<file path="src/rtl/jk_cmd_arbiter_if.sv">
// Bus between the JK command clients, the arbiter and the shared JK flip-flop.
interface jk_cmd_arbiter_if #(
  parameter int N   = 4,
  parameter int IDW = 2
);
  logic [N-1:0]   req;
  logic [2*N-1:0] cmd;
  logic [N-1:0]   ack;
  logic           rsp_q;
  logic [IDW-1:0] gnt_id;
  logic           busy;
  logic           jk_j;
  logic           jk_k;
  logic           jk_q;

  modport master (
    output req, cmd, jk_q,
    input  ack, rsp_q, gnt_id, busy, jk_j, jk_k
  );

  modport slave (
    input  req, cmd, jk_q,
    output ack, rsp_q, gnt_id, busy, jk_j, jk_k
  );
endinterface

</file>
<file path="src/rtl/jk_cmd_arbiter.sv">
// Shares one external JK flip-flop among N requesters: arbitrate, drive J/K for one cycle, return Q.
// JK_CMD_ARBITER_RR_EN selects round-robin arbitration; otherwise the lowest-index request wins.
module jk_cmd_arbiter #(
  parameter int N   = 4,
  parameter int IDW = 2
) (
  input logic             clk,
  input logic             rst,
  jk_cmd_arbiter_if.slave bus
);
  typedef enum logic [1:0] {
    IDLE   = 2'd0,
    DRIVE  = 2'd1,
    SAMPLE = 2'd2,
    DONE   = 2'd3
  } state_t;

  state_t         state_r;
  state_t         next_state_s;
  logic           found_s;
  logic           grant_s;
  logic [IDW-1:0] winner_s;
  logic [IDW-1:0] cand_s;
  logic [1:0]     win_cmd_s;
  logic [N-1:0]   ack_r;
  logic           rsp_q_r;
  logic [IDW-1:0] gnt_id_r;
  logic           busy_r;
  logic           jk_j_r;
  logic           jk_k_r;
`ifdef JK_CMD_ARBITER_RR_EN
  logic [IDW-1:0] rr_ptr_r;
`endif

  // Winner search over the live request vector
  always_comb begin
    found_s  = 1'b0;
    winner_s = '0;
    cand_s   = '0;
`ifdef JK_CMD_ARBITER_RR_EN
    for (int k = 0; k < N; k++) begin
      cand_s   = IDW'((int'(rr_ptr_r) + k) % N);
      winner_s = (!found_s && bus.req[cand_s]) ? cand_s : winner_s;
      found_s  = found_s | bus.req[cand_s];
    end
`else
    for (int k = N - 1; k >= 0; k--) begin
      cand_s   = IDW'(k);
      winner_s = bus.req[cand_s] ? cand_s : winner_s;
      found_s  = found_s | bus.req[cand_s];
    end
`endif
  end

  assign grant_s   = (state_r == IDLE) & found_s;
  assign win_cmd_s = bus.cmd[{winner_s, 1'b0} +: 2];

  // Next-state logic for the command sequencer
  always_comb begin
    next_state_s = state_r;
    case (state_r)
      IDLE:    next_state_s = found_s ? DRIVE : IDLE;
      DRIVE:   next_state_s = SAMPLE;
      SAMPLE:  next_state_s = DONE;
      DONE:    next_state_s = IDLE;
      default: next_state_s = IDLE;
    endcase
  end

  // State register and registered outputs; J/K are loaded only on a grant so they are live in DRIVE alone
  always_ff @(posedge clk) begin
    if (rst) begin
      state_r  <= IDLE;
      ack_r    <= '0;
      rsp_q_r  <= 1'b0;
      gnt_id_r <= '0;
      busy_r   <= 1'b0;
      jk_j_r   <= 1'b0;
      jk_k_r   <= 1'b0;
    end else begin
      state_r <= next_state_s;
      busy_r  <= (next_state_s != IDLE);
      jk_j_r  <= grant_s & win_cmd_s[1];
      jk_k_r  <= grant_s & win_cmd_s[0];
      ack_r   <= '0;
      if (state_r == SAMPLE) begin
        ack_r[gnt_id_r] <= 1'b1;
        rsp_q_r         <= bus.jk_q;
      end
      if (grant_s) begin
        gnt_id_r <= winner_s;
      end
    end
  end

`ifdef JK_CMD_ARBITER_RR_EN
  // Round-robin pointer moves just past each winner
  always_ff @(posedge clk) begin
    if (rst) begin
      rr_ptr_r <= '0;
    end else if (grant_s) begin
      rr_ptr_r <= (winner_s == IDW'(N - 1)) ? '0 : winner_s + 1'b1;
    end
  end
`endif

  assign bus.ack    = ack_r;
  assign bus.rsp_q  = rsp_q_r;
  assign bus.gnt_id = gnt_id_r;
  assign bus.busy   = busy_r;
  assign bus.jk_j   = jk_j_r;
  assign bus.jk_k   = jk_k_r;
endmodule

</file>
<file path="src/flat_wrapper.sv">
// flat-port wrapper written by rule: the top's interface ports become plain ports
module jk_cmd_arbiter_flat 
#(
  parameter int N   = 4,
  parameter int IDW = 2
)
  (clk, rst, bus_req, bus_cmd, bus_jk_q, bus_ack, bus_rsp_q, bus_gnt_id, bus_busy, bus_jk_j, bus_jk_k);
  jk_cmd_arbiter_if #(.N(N), .IDW(IDW)) bus_i ();
  input logic clk;
  input logic rst;
  input wire logic [$bits(bus_i.req)-1:0] bus_req;
  input wire logic [$bits(bus_i.cmd)-1:0] bus_cmd;
  input wire logic [$bits(bus_i.jk_q)-1:0] bus_jk_q;
  output wire logic [$bits(bus_i.ack)-1:0] bus_ack;
  output wire logic [$bits(bus_i.rsp_q)-1:0] bus_rsp_q;
  output wire logic [$bits(bus_i.gnt_id)-1:0] bus_gnt_id;
  output wire logic [$bits(bus_i.busy)-1:0] bus_busy;
  output wire logic [$bits(bus_i.jk_j)-1:0] bus_jk_j;
  output wire logic [$bits(bus_i.jk_k)-1:0] bus_jk_k;
  assign bus_i.req = bus_req;
  assign bus_i.cmd = bus_cmd;
  assign bus_i.jk_q = bus_jk_q;
  assign bus_ack = bus_i.ack;
  assign bus_rsp_q = bus_i.rsp_q;
  assign bus_gnt_id = bus_i.gnt_id;
  assign bus_busy = bus_i.busy;
  assign bus_jk_j = bus_i.jk_j;
  assign bus_jk_k = bus_i.jk_k;
  jk_cmd_arbiter #(.N(N), .IDW(IDW)) u_core (.clk(clk), .rst(rst), .bus(bus_i));
endmodule
</file>
<file path="config.mk">
export PLATFORM = sky130hd
export DESIGN_NAME = jk_cmd_arbiter_flat
export DESIGN_NICKNAME = d
export VERILOG_FILES = /design/src/rtl/jk_cmd_arbiter_if.sv /design/src/rtl/jk_cmd_arbiter.sv /design/src/flat_wrapper.sv
export SDC_FILE = /design/constraint.sdc
export NUM_CORES = 1
export LEC_CHECK = 0
export ABC_AREA = 1
export ABC_CLOCK_PERIOD_IN_PS = 1500
export CAP_MARGIN = 10
export CORE_MARGIN = 2
export CORE_UTILIZATION = 40
export DETAILED_ROUTE_END_ITERATION = 8
export HOLD_SLACK_MARGIN = 0.05
export PLACE_DENSITY = 0.77
export SYNTH_ARGS = -nofsm -noshare
export SYNTH_HDL_FRONTEND = slang
export SYNTH_SLANG_ARGS = --single-unit
</file>
<file path="constraint.sdc">
create_clock -name clk -period 1.5 [get_ports clk]
set_clock_uncertainty 0.05 [all_clocks]
set_input_delay 0.225 -clock clk [delete_from_list [all_inputs] [get_ports clk]]
set_output_delay 0.225 -clock clk [all_outputs]
set_load 0.05 [all_outputs]
</file>
==> qor.csv <==
metric,value,unit
finalSetupViolations,0,
hold_viol_final,0,
post-route-period-util,0.782,
timing.final.crit_period,1170,ps
max_freq,853,MHz
synth_area,579,um^2
grt_pass1_vias,564,
hold_path_class,input pin to flip-flop,
die_y,42.1,um
clock_latency,270,ps
p_int,0.705,mW
cts_root_buffer,clkbuf_4,
synth.avg_cell_area,7.72,um^2
placed_cells,114,
core_region_area,1330,um^2
cp_slowest_cell,dfxtp_1,
cts_max_path_buffers,2,
dieArea,1770,um^2
placed_area,863,um^2
endpoint_kind,flip-flop,
ioPinCount,25,
start_util,0.434,
final_nets,122,
switching_share,0.350,
status,"finished, final reports clean",
cts_made_buffers,3,
dr.pass1.iters,4,
drc_errors,0,
antenna_found_initial,0,
worstMarginPinSlew,228,ps
tns,0,ps
rsz0062_at_grt,no,
fp.dieW,42.1,um
cts_num_sinks,12,
drv_slew,0,
synth-edff-count,0,
cp.required,1670,ps
num_antenna_cells,0,
vias_per_cell,4.71,
p_leak,0.426,nW
ir_drop,818,uV
wire_per_inst,10.1,um
cts_tree,yes,
cp-start-kind,flip-flop,
arrival,1340,ps
syn_inst,75,
gp_congestion,0.756,
drt_iter0_drc,20,
grt_pass1_wl,2150,um
design_power_total,1.08,mW
area_growth_syn_to_layout,55.3,%
clockPowerShare,0.229,
slew_headroom,0.847,
syn-num-nets,93,
slowest_delay,300,ps
ys_warn_count,0,
io_buffers,24,
cts_hold_buffers,0,
worstSetupPathType,flip-flop to flip-flop,
drv_cap,0,
pwr-share-comb,0.405,
worstPathCellList,inv_1 > ha_1 > inv_1 > nor2_1 > a21oi_2 > or2_1 > inv_1,
vias,556,
p_switching,0.380,mW
worstPathBufferInverterCount,3,
p_seq_frac,0.366,
final_cell_area,900,um^2
detail-route-antenna-nets,0,
post_cts_resized,0,
async_reset_ff_frac,0,
htreeDepth,1,
ys_seq_elements,12,
grt_overflow,0,
path_max_fanout,3,
cpMostUsedCell,inv_1,
routed_wirelength,1190,um
track_usage,0.157,
n_fill_cell,107,
synth_ff_type,dfxtp_1,
clk_pin_slew,70,ps
fin_cells,118,
dp_hpwl,995,um
ys_seq_area_frac,0.415,
power_density,1210,nW/um^2
crit_family,simple AND/OR/NAND/NOR gates,
num_rows,13,
yosysUniqueCellTypes,18,
grt_max_degree,8,
cts_setup_buffers,0,
drive_gt1_frac,0.262,
==> synth_stat cells, types with 3 or more instances <==
library cell | number | area share
a21oi_1 | 4 | 0.035
dfxtp_1 | 12 | 0.41
ha_1 | 3 | 0.065
inv_1 | 15 | 0.097
nand2_1 | 7 | 0.045
nand2_2 | 3 | 0.032
nand3_1 | 7 | 0.060
nor2_1 | 6 | 0.039
nor3_1 | 4 | 0.035
==> layout make-up <==
type | instances | area [um^2] | area share
repair buffers | 24 | 265 | 0.295
flip-flops and latches | 12 | 240 | 0.267
multi-input cells | 45 | 269 | 0.299
well taps | 15 | 18.8 | 0.0209
inverters | 18 | 70.1 | 0.0779
clock buffers | 4 | 36.3 | 0.0403
==> kinds of logic (layout without fill, tap and decap cells) <==
group	count (synthesis)	after routing	synth area share
AND/OR/NAND/NOR	35	35	0.326
AO/OA/AOI/OAI	7	7	0.0734
flip-flops	12	12	0.415
adder cells (fa/ha/maj)	3	3	0.0648
buffers and inverters	18	46	0.121
==> layer usage <==
| layer | up-vias | part of all wire | global-route usage |
|---|---|---|---|
| met5 | - | 0 | 0 |
| met4 | 0 | 0 | 0.0375 |
| met3 | 0 | 0.084 | 0.0733 |
| met2 | 22 | 0.50 | 0.281 |
| met1 | 248 | 0.42 | 0.167 |
| li1 | 286 | - | - |
==> power by group through the flow <==
stage / logic [mW] / clock network [mW] / registers, mW
after floorplan: 0.160 / 0 / 0.502
after global placement: 0.433 / 0 / 0.404
after detailed placement: 0.441 / 0 / 0.404
after CTS: 0.442 / 0.259 / 0.398
after global routing: 0.474 / 0.282 / 0.402
final: 0.440 / 0.248 / 0.396
==> path summary, 6_finish.rpt <==
kind / from / endpoint / slack (ps) / cells after the start
hold reg to reg: u_core.bus.gnt_id[0] / u_core.bus.ack[3] / 500 / 2
setup / recovery: u_core.state_r[0] / u_core.state_r[0] / 330 / 7
hold / removal: bus_jk_q / u_core.bus.rsp_q / 490 / 3
setup reg to reg: u_core.state_r[0] / u_core.state_r[0] / 330 / 7
==> cells in the final DEF, fill, tap and decap left out, drive strengths merged <==
cell type,n
inv,18
clkdlybuf4s50,14
dfxtp,12
nand2,12
buf,10
nand3,8
nor2,8
a21oi,6
nor3,4
clkbuf,4
ha,3
nand3b,2
or2,1
o21ai,1
==> worst min-delay path: stages <==
cell and delay, ps:
clkdlybuf4s50_1 390, nor2_1 100, nor2_1 50
==> per-stage QoR <==
| stage | util | hold WS, ps | worst slack [ps] |
|---|---|---|---|
| after floorplan | - | 237 | 433 |
| after global routing | 0.674 | 508 | 251 |
| after CTS | 0.674 | 483 | 318 |
| after global placement | 0.647 | 489 | 101 |
| after detailed placement | 0.647 | 494 | 88.6 |
| final | 0.674 | 487 | 327 |
==> registers in the layout, summed over array words and instances (netlist names) <==
| name | flops |
|---|---|
| u_core.bus.gnt_id | 2 |
| u_core.bus.jk_k | 1 |
| u_core.bus.jk_j | 1 |
| u_core.bus.busy | 1 |
| u_core.bus.rsp_q | 1 |
| u_core.bus.ack | 4 |
| u_core.state_r | 2 |
(Power assumes the default switching activity.)
